File: src/rtl/hs_pack_pkg.sv
// hs_pack_pkg
//   Shared helpers for the hs_pack handshake packer.
//   Provides clog2, used to size the lane counter and the output count.
//   No ports; imported with "import hs_pack_pkg::*;".
package hs_pack_pkg;

  // Ceiling log2 for elaboration-time sizing; clog2(1) = 0.
  function automatic int clog2(input int value);
    int result;
    result = 0;
    for (int i = 0; i < 31; i++) begin
      if ((1 << i) < value) result = i + 1;
    end
    return result;
  endfunction

endpackage

File: src/rtl/hs_pack_register.sv
// hs_pack_register
//   Generic enabled register with synchronous active-high clear.
//   Used for the packed data, lane count and valid flag of hs_pack.
// Ports
//   clock  : rising-edge clock
//   clear  : synchronous clear, highest priority, forces q to 0
//   enable : load d into q
//   d      : next value
//   q      : registered value
module hs_pack_register #(
  parameter int WIDTH = 1
) (
  input  logic             clock,
  input  logic             clear,
  input  logic             enable,
  input  logic [WIDTH-1:0] d,
  output logic [WIDTH-1:0] q
);

  always_ff @(posedge clock) begin
    if (clear)       q <= '0;
    else if (enable) q <= d;
  end

endmodule

File: src/rtl/hs_pack.sv
// hs_pack
//   Packs PACK_COUNT input words of WORD_WIDTH bits into one output word
//   using valid/ready handshakes on both sides. input_last closes a pack
//   early; unused upper lanes are then zero. Lane 0 is least significant.
// Ports
//   clock         : rising-edge clock
//   clear         : synchronous active-high reset
//   input_valid   : upstream word present
//   input_ready   : this stage accepts a word this cycle
//   input_data    : upstream word
//   input_last    : closes the current pack with this word
//   output_valid  : packed word present
//   output_ready  : downstream accepts
//   output_data   : packed word
//   output_count  : number of valid lanes in output_data
module hs_pack
  import hs_pack_pkg::*;
#(
  parameter int WORD_WIDTH = 10,
  parameter int PACK_COUNT = 4,
  localparam int COUNT_BITS = clog2(PACK_COUNT + 1)
) (
  input  logic                             clock,
  input  logic                             clear,
  input  logic                             input_valid,
  output logic                             input_ready,
  input  logic [WORD_WIDTH-1:0]            input_data,
  input  logic                             input_last,
  output logic                             output_valid,
  input  logic                             output_ready,
  output logic [WORD_WIDTH*PACK_COUNT-1:0] output_data,
  output logic [COUNT_BITS-1:0]            output_count
);

  localparam int LANE_BITS  = clog2(PACK_COUNT);
  localparam int PACK_WIDTH = WORD_WIDTH * PACK_COUNT;
  localparam logic [LANE_BITS-1:0] LAST_LANE = LANE_BITS'(PACK_COUNT - 1);

  logic [PACK_WIDTH-1:0] accumulator;
  logic [LANE_BITS-1:0]  lane;
  logic [PACK_WIDTH-1:0] pack_next;
  logic                  insert;
  logic                  remove;
  logic                  close;

  // The output slot is free when empty or being drained this cycle, so the
  // upstream may push regardless of what it is offering.
  assign input_ready = !output_valid || output_ready;
  assign insert      = input_valid && input_ready;
  assign remove      = output_valid && output_ready;
  assign close       = insert && ((lane == LAST_LANE) || input_last);

  // Accumulator lanes at and above the counter are always zero, so dropping
  // the new word into lane k yields the zero-padded pack directly.
  always_comb begin
    pack_next = accumulator;
    for (int i = 0; i < PACK_COUNT; i++) begin
      if (lane == LANE_BITS'(i)) pack_next[i*WORD_WIDTH +: WORD_WIDTH] = input_data;
    end
  end

  always_ff @(posedge clock) begin
    if (clear || close) begin
      accumulator <= '0;
      lane        <= '0;
    end else if (insert) begin
      accumulator <= pack_next;
      lane        <= lane + LANE_BITS'(1);
    end
  end

  hs_pack_register #(.WIDTH(PACK_WIDTH)) data_reg (
    .clock  (clock),
    .clear  (clear),
    .enable (close),
    .d      (pack_next),
    .q      (output_data)
  );

  hs_pack_register #(.WIDTH(COUNT_BITS)) count_reg (
    .clock  (clock),
    .clear  (clear),
    .enable (close),
    .d      (COUNT_BITS'(lane) + COUNT_BITS'(1)),
    .q      (output_count)
  );

  // A close refills the slot even while it drains, giving back-to-back packs;
  // a drain without a close empties it.
  hs_pack_register #(.WIDTH(1)) valid_reg (
    .clock  (clock),
    .clear  (clear),
    .enable (close || remove),
    .d      (close),
    .q      (output_valid)
  );

endmodule

File: config.mk
export PLATFORM = sky130hd
export DESIGN_NAME = hs_pack
export DESIGN_NICKNAME = d
export VERILOG_FILES = /design/src/rtl/hs_pack_pkg.sv /design/src/rtl/hs_pack_register.sv /design/src/rtl/hs_pack.sv
export SDC_FILE = /design/constraint.sdc
export NUM_CORES = 1
export LEC_CHECK = 0
export BUFFER_PORTS_ARGS = -buffer_cell sky130_fd_sc_hd__buf_2
export CAP_MARGIN = 20
export CELL_PAD_IN_SITES_DETAIL_PLACEMENT = 0
export CELL_PAD_IN_SITES_GLOBAL_PLACEMENT = 1
export CORE_MARGIN = 2
export CORE_UTILIZATION = 43
export DETAILED_ROUTE_END_ITERATION = 8
export MAX_ROUTING_LAYER = met4
export PLACE_DENSITY = 0.81
export SKIP_LAST_GASP = 1
export SLEW_MARGIN = 20
export SYNTH_ARGS = -nofsm -noshare
export SYNTH_HDL_FRONTEND = slang
export SYNTH_SLANG_ARGS = --single-unit
File: constraint.sdc
create_clock -name clock -period 2.26 [get_ports clock]
set_clock_uncertainty 0.2 [all_clocks]
set_input_delay 0.226 -clock clock [delete_from_list [all_inputs] [get_ports clock]]
set_output_delay 0.226 -clock clock [all_outputs]
set_load 0.01 [all_outputs]
* Yosys cells after proc, flatten, opt, wreduce, memory -nomap -nowiden *
Cells that the tools add are included.

word-level totals
  register bits = 86
  input port bits = 15
  output and inout bits = 45
  word-level logic and storage cells = 23

cells by class
  add/sub/neg operators = 2
  equality and inequality tests = 3
  multiplexer cells = 4
  reduce and logical (&&, ||, !) cells = 9

operator list
  kind                   count
  $mux W10               4
  $eq A2 B2 Y1 const B   2
  $logic_or A1 B1 Y1     4
  $add A2 B1 Y3 const B  1
  $logic_and A1 B1 Y1    3
  $add A2 B1 Y2 const B  1
  $eq A2 B1 Y1 const B   1
  $logic_not A2 Y1       1
  $logic_not A1 Y1       1

* Depth between registers and ports, before layout *
  word-level depth = 5
  mapped depth = 7
  depth with buffers taken out = 5

* Modules after synthesis *
A second synthesis with hierarchy kept.

second synthesis, totals
  cell total of the unflattened synthesis = 390
  area, all modules = 3782.4 um^2

by module, submodules not included
  module                        times used  cells each  area an instance (um^2)  sequential area each (um^2)
  hs_pack                       1           249         2189.6                   840.8
  hs_pack_register (data_reg)   1           129         1457.6                   800.8
  hs_pack_register (count_reg)  1           9           101.3                    60.1
  hs_pack_register (valid_reg)  1           3           33.8                     20.0

* Worst setup path before layout *
OpenSTA, ideal clock, no wires.

  kind = reg2reg
  start = register lane[0]
  end = register lane[0]
  library setup time = 0.066 ns
  arrival = 1.424 ns
  required time = 1.994 ns
  setup slack = 0.570 ns
  cell stages (with the launch flop) = 7
  buffers on the path = 2
  clock period less this slack = 1.690 ns
  cells stage by stage = dfxtp_1 > ha_1 > or2_1 > buf_2 > a31o_4 > buf_6 > a21oi_2

between the ends
  cells in the longest elaborated chain, start to end = 4
  elaborated cells between the ends (all ways) = 5
  those cells by class = add/sub: 1; eq/ne: 1; reduce/logical: 3

ends and longest elaborated chain
  element                   RTL line       RTL
  start: declaration        hs_pack.sv:40  logic [LANE_BITS-1:0] lane;
  start signal: assignment  hs_pack.sv:68  lane <= lane + LANE_BITS'(1);
  $eq A2 B2 Y1              hs_pack.sv:51  assign close = insert && ((lane == LAST_LANE) || input_last);
  $logic_or A1 B1 Y1        hs_pack.sv:51
  $logic_and A1 B1 Y1       hs_pack.sv:51
  $logic_or A1 B1 Y1        hs_pack.sv:63  if (clear || close) begin

Parallel ways exist; a longest one is shown, timed or not.
A chain may end at the register's enable or synchronous reset.

* Worst setup path in the final report *
  start = register valid_reg.q
  end = output port input_ready

between the ends
  cells in the longest elaborated chain, start to end = 2

ends and longest elaborated chain
  element                   RTL line                RTL
  start: declaration        hs_pack_register.sv:17  output logic [WIDTH-1:0] q
  start signal: assignment  hs_pack_register.sv:21  if (clear) q <= '0;
  start signal: assignment  hs_pack_register.sv:22  else if (enable) q <= d;
  $logic_not A1 Y1          hs_pack.sv:48           assign input_ready = !output_valid || output_ready;
  $logic_or A1 B1 Y1        hs_pack.sv:48
  end: declaration          hs_pack.sv:26           output logic input_ready,

Every way passes these cells.

==> key figures <==
Run
  • Max Cap Viol: 0

Power and ir drop
  • Pleak: 1.57 nW
  • Clock power share: 0.338
  • Register share of total power: 0.517
  • Worst VDD drop: around 0.31 mV
  • Combinational power share: 0.145
  • Overall Power: 3.12 mW
  • Sw Pwr: roughly 0.84 mW
  • Sw Share: 0.270
  • Pwr dens: 726 nW/um2
  • P_int: 2.28 mW

Synthesis
  • Asr flop ratio synth: 0
  • #FFs+latches synth: 86
  • Post-synthesis cell count: 385
  • Main synth FF type: dfxtp_1
  • Syn Std Cell Area: 3760 um2
  • Mean post-synth cell area: around 9.8 um2
  • EDFF count, synth: 0
  • Most common cell in the netlist: dfxtp_1
  • Yosys cell types: 28
  • Share of the yosys chip area belonging to registers: 0.458
  • Post-synth top cells: dfxtp_1, a211oi_1, a31oi_1, mux2i_1, nand3_1
  • Synth area leader: dfxtp_1
  • Syn. warnings: 0
  • Post-Syn Nets: 404
  • Area share of the largest cell type after synthesis: 0.458
  • Synth area leaders: dfxtp_1, mux2i_1, a211oi_1

Routing
  • Number of antenna-violating nets in the routed design: 0
  • DRT Pass-1 Iters: 4
  • DRT iter0 DRCs: 185
  • DR vias: 3154
  • Final wirelength: 9.98 mm
  • Drt via density: 5.83
  • DRC Markers: 0
  • Avg WL per Cell: 18.5 um

Floorplan
  • Die footprint: 9510 um2
  • # IOs: 60
  • Die X: 97.5 um
  • Starting Density: 0.437
  • Num rows: 34
  • Core box area: about 8600 um2
  • Die Y: 97.5 um

STA
  • Fmax achieved: 489 MHz
  • Final worst setup slack: 215 ps
  • Period utilization: 0.905
  • Final setup vio count: 0
  • RSZ-0062 raised after global routing: false
  • Setup TNS: 0 ps
  • Final Hold Fails: 0
  • Slew Viols, Final: 0
  • Min Hold Slack: 29.7 ps
  • Least-Margin Pin Slew: ~600 ps
  • Crit path time final: between 2000 and 2500 ps
  • Max-slew headroom: 0.599

Critical path
  • Required time of the critical path: about 1800 ps
  • R2R setup slack: about 340 ps
  • Critical-path cell list: nor2b_2, inv_4, buf_12, buf_2
  • R2R Path Start: lane[0]
  • Max incr delay on CP: 320 ps
  • Critical path class: reg -> out
  • Crit. End Element: output pin
  • Slowest CP cell: dfxtp_1
  • Max FO, Critical Path: 53
  • Cell depth of the worst flop-to-flop path: 6
  • Startpoint class of the critical path: flop
  • Crit path DAT: 1620 ps
  • Reg2reg end: data_reg.q[32]

CTS
  • TritonCTS clock tree: built
  • Worst-path clk slew: 80 ps
  • Hold-fix buffers, CTS: 0
  • Clock sinks: between 80 and 90
  • Total CTS buffers: 9
  • CTS max path bufs: 2
  • Worst-Skew Late Latency: about 350 ps
  • PostCTS Resize Cnt: 0
  • H-tree level count: 3
  • Root Driver: clkbuf_8
  • Post CTS Setup Buffer Count: 0

GRT
  • Grt met3 use: 0.0417
  • GR peak layer: met2
  • Initial antenna violation count: 0
  • Total gr overflow: 0
  • Number of global-route vias before repair: 3003
  • M2 GR Usage: 0.327
  • GRT Util Overall: 0.222
  • Met1 Track Usage GR: 0.312
  • Global-route wire length before repair: 16.2 mm
  • Largest net degree at the start of global routing: between 50 and 60

Worst hold path
  • HP Class: in -> reg
  • Hold Crit Endpoint: accumulator[9]
  • Hold path startpoint: input_data[9]
  • Hold depth: 3

Final layout
  • Share of cells above drive strength 1: 0.289
  • Final #Nets: 448
  • Fin area: 4310 um2
  • Inserted Diodes: 0
  • Area growth syn-to-layout: 14.6%

Placement
  • Global placement routability congestion: 0.779
  • HPWL Detailed: 6.46 mm
  • Area after DPL: 4120 um2
  • I/O Buffers: 59
  • Post-Place Worst Slack: between 300 and 400 ps

Run status
  • Status: finished, final reports clean
through the flow:
step / cells / utilization
final: 541 / 0.501
after global routing: 541 / 0.501
after CTS: 541 / 0.501
after detailed placement: 526 / 0.479
after global placement: 526 / 0.479
after floorplan: 385 / -
critical path, delay by kind of cell (launching register included):
| kind | cells | cell delay (ps) |
|---|---|---|
| flip-flops | 1 | 320 |
| buffers and inverters | 3 | 750 |
| AND/OR/NAND/NOR | 1 | 170 |
logic make-up after synthesis:
logic type,synth area share
AOI/OAI and AO/OA,0.281
DFF,0.458
and+or+nand+nor,0.0786
buffers and inverters,0.0623
muxes,0.107
adders and majority gates,0.0133
power groups by stage:
stage          Clock (mW)  Combinational [mW]  Sequential (mW)
2_1_floorplan           0               0.273             1.67
3_3_place_gp            0               0.446             1.65
3_5_place_dp            0               0.452             1.65
4_1_cts              1.08               0.452             1.62
5_1_grt              1.14               0.492             1.62
6_report             1.06               0.452             1.62
cell usage in the layout (no fill, tap or decap), drive strengths merged:
| cell | count |
|---|---|
| dfxtp | 86 |
| buf | 75 |
| a31oi | 42 |
| a211oi | 41 |
| mux2i | 40 |
| a21oi | 35 |
| nand3 | 34 |
| o21ai | 32 |
| and2 | 13 |
| clkbuf | 11 |
| inv | 5 |
| ha | 4 |
| nand2 | 3 |
| o31ai | 2 |
| clkinv | 2 |
| nor2b | 1 |
| or2 | 1 |
| a31o | 1 |
| nor2 | 1 |
| nor3 | 1 |
| nand4 | 1 |
| clkinvlp | 1 |
| bufinv | 1 |
flip-flops by register name, indices dropped and copies added, names as in the netlist:
register     cells
accumulator     40
data_reg.q      40
count_reg.q      3
lane             2
valid_reg.q      1
metal layers:
layer  wire (um)  vias to the layer above
li1            -                     1532
met1        4800                     1513
met2        4540                       97
met3         503                       12
met4         139                        0
met5           0                        -
final cells by class:
class,count,area [um2]
Clock buffer,11,141
Clock inverter,4,47.5
Multi-Input combinational cell,252,1810
Timing Repair Buffer,75,428
Sequential cell,86,1720
Inverter,5,21.3
Fill cell,804,4290
Tap cell,108,135
worst max path at each step:
stage                     start            end  slack, ps
detailed placement      lane[0]  data_reg.q[5]        360
finish              valid_reg.q    input_ready        220
global placement        lane[0]  data_reg.q[5]        460
CTS                 valid_reg.q    input_ready        230
global route        valid_reg.q    input_ready        160
floorplan               lane[0]        lane[0]        570
Power figures use the tool's default switching activity.
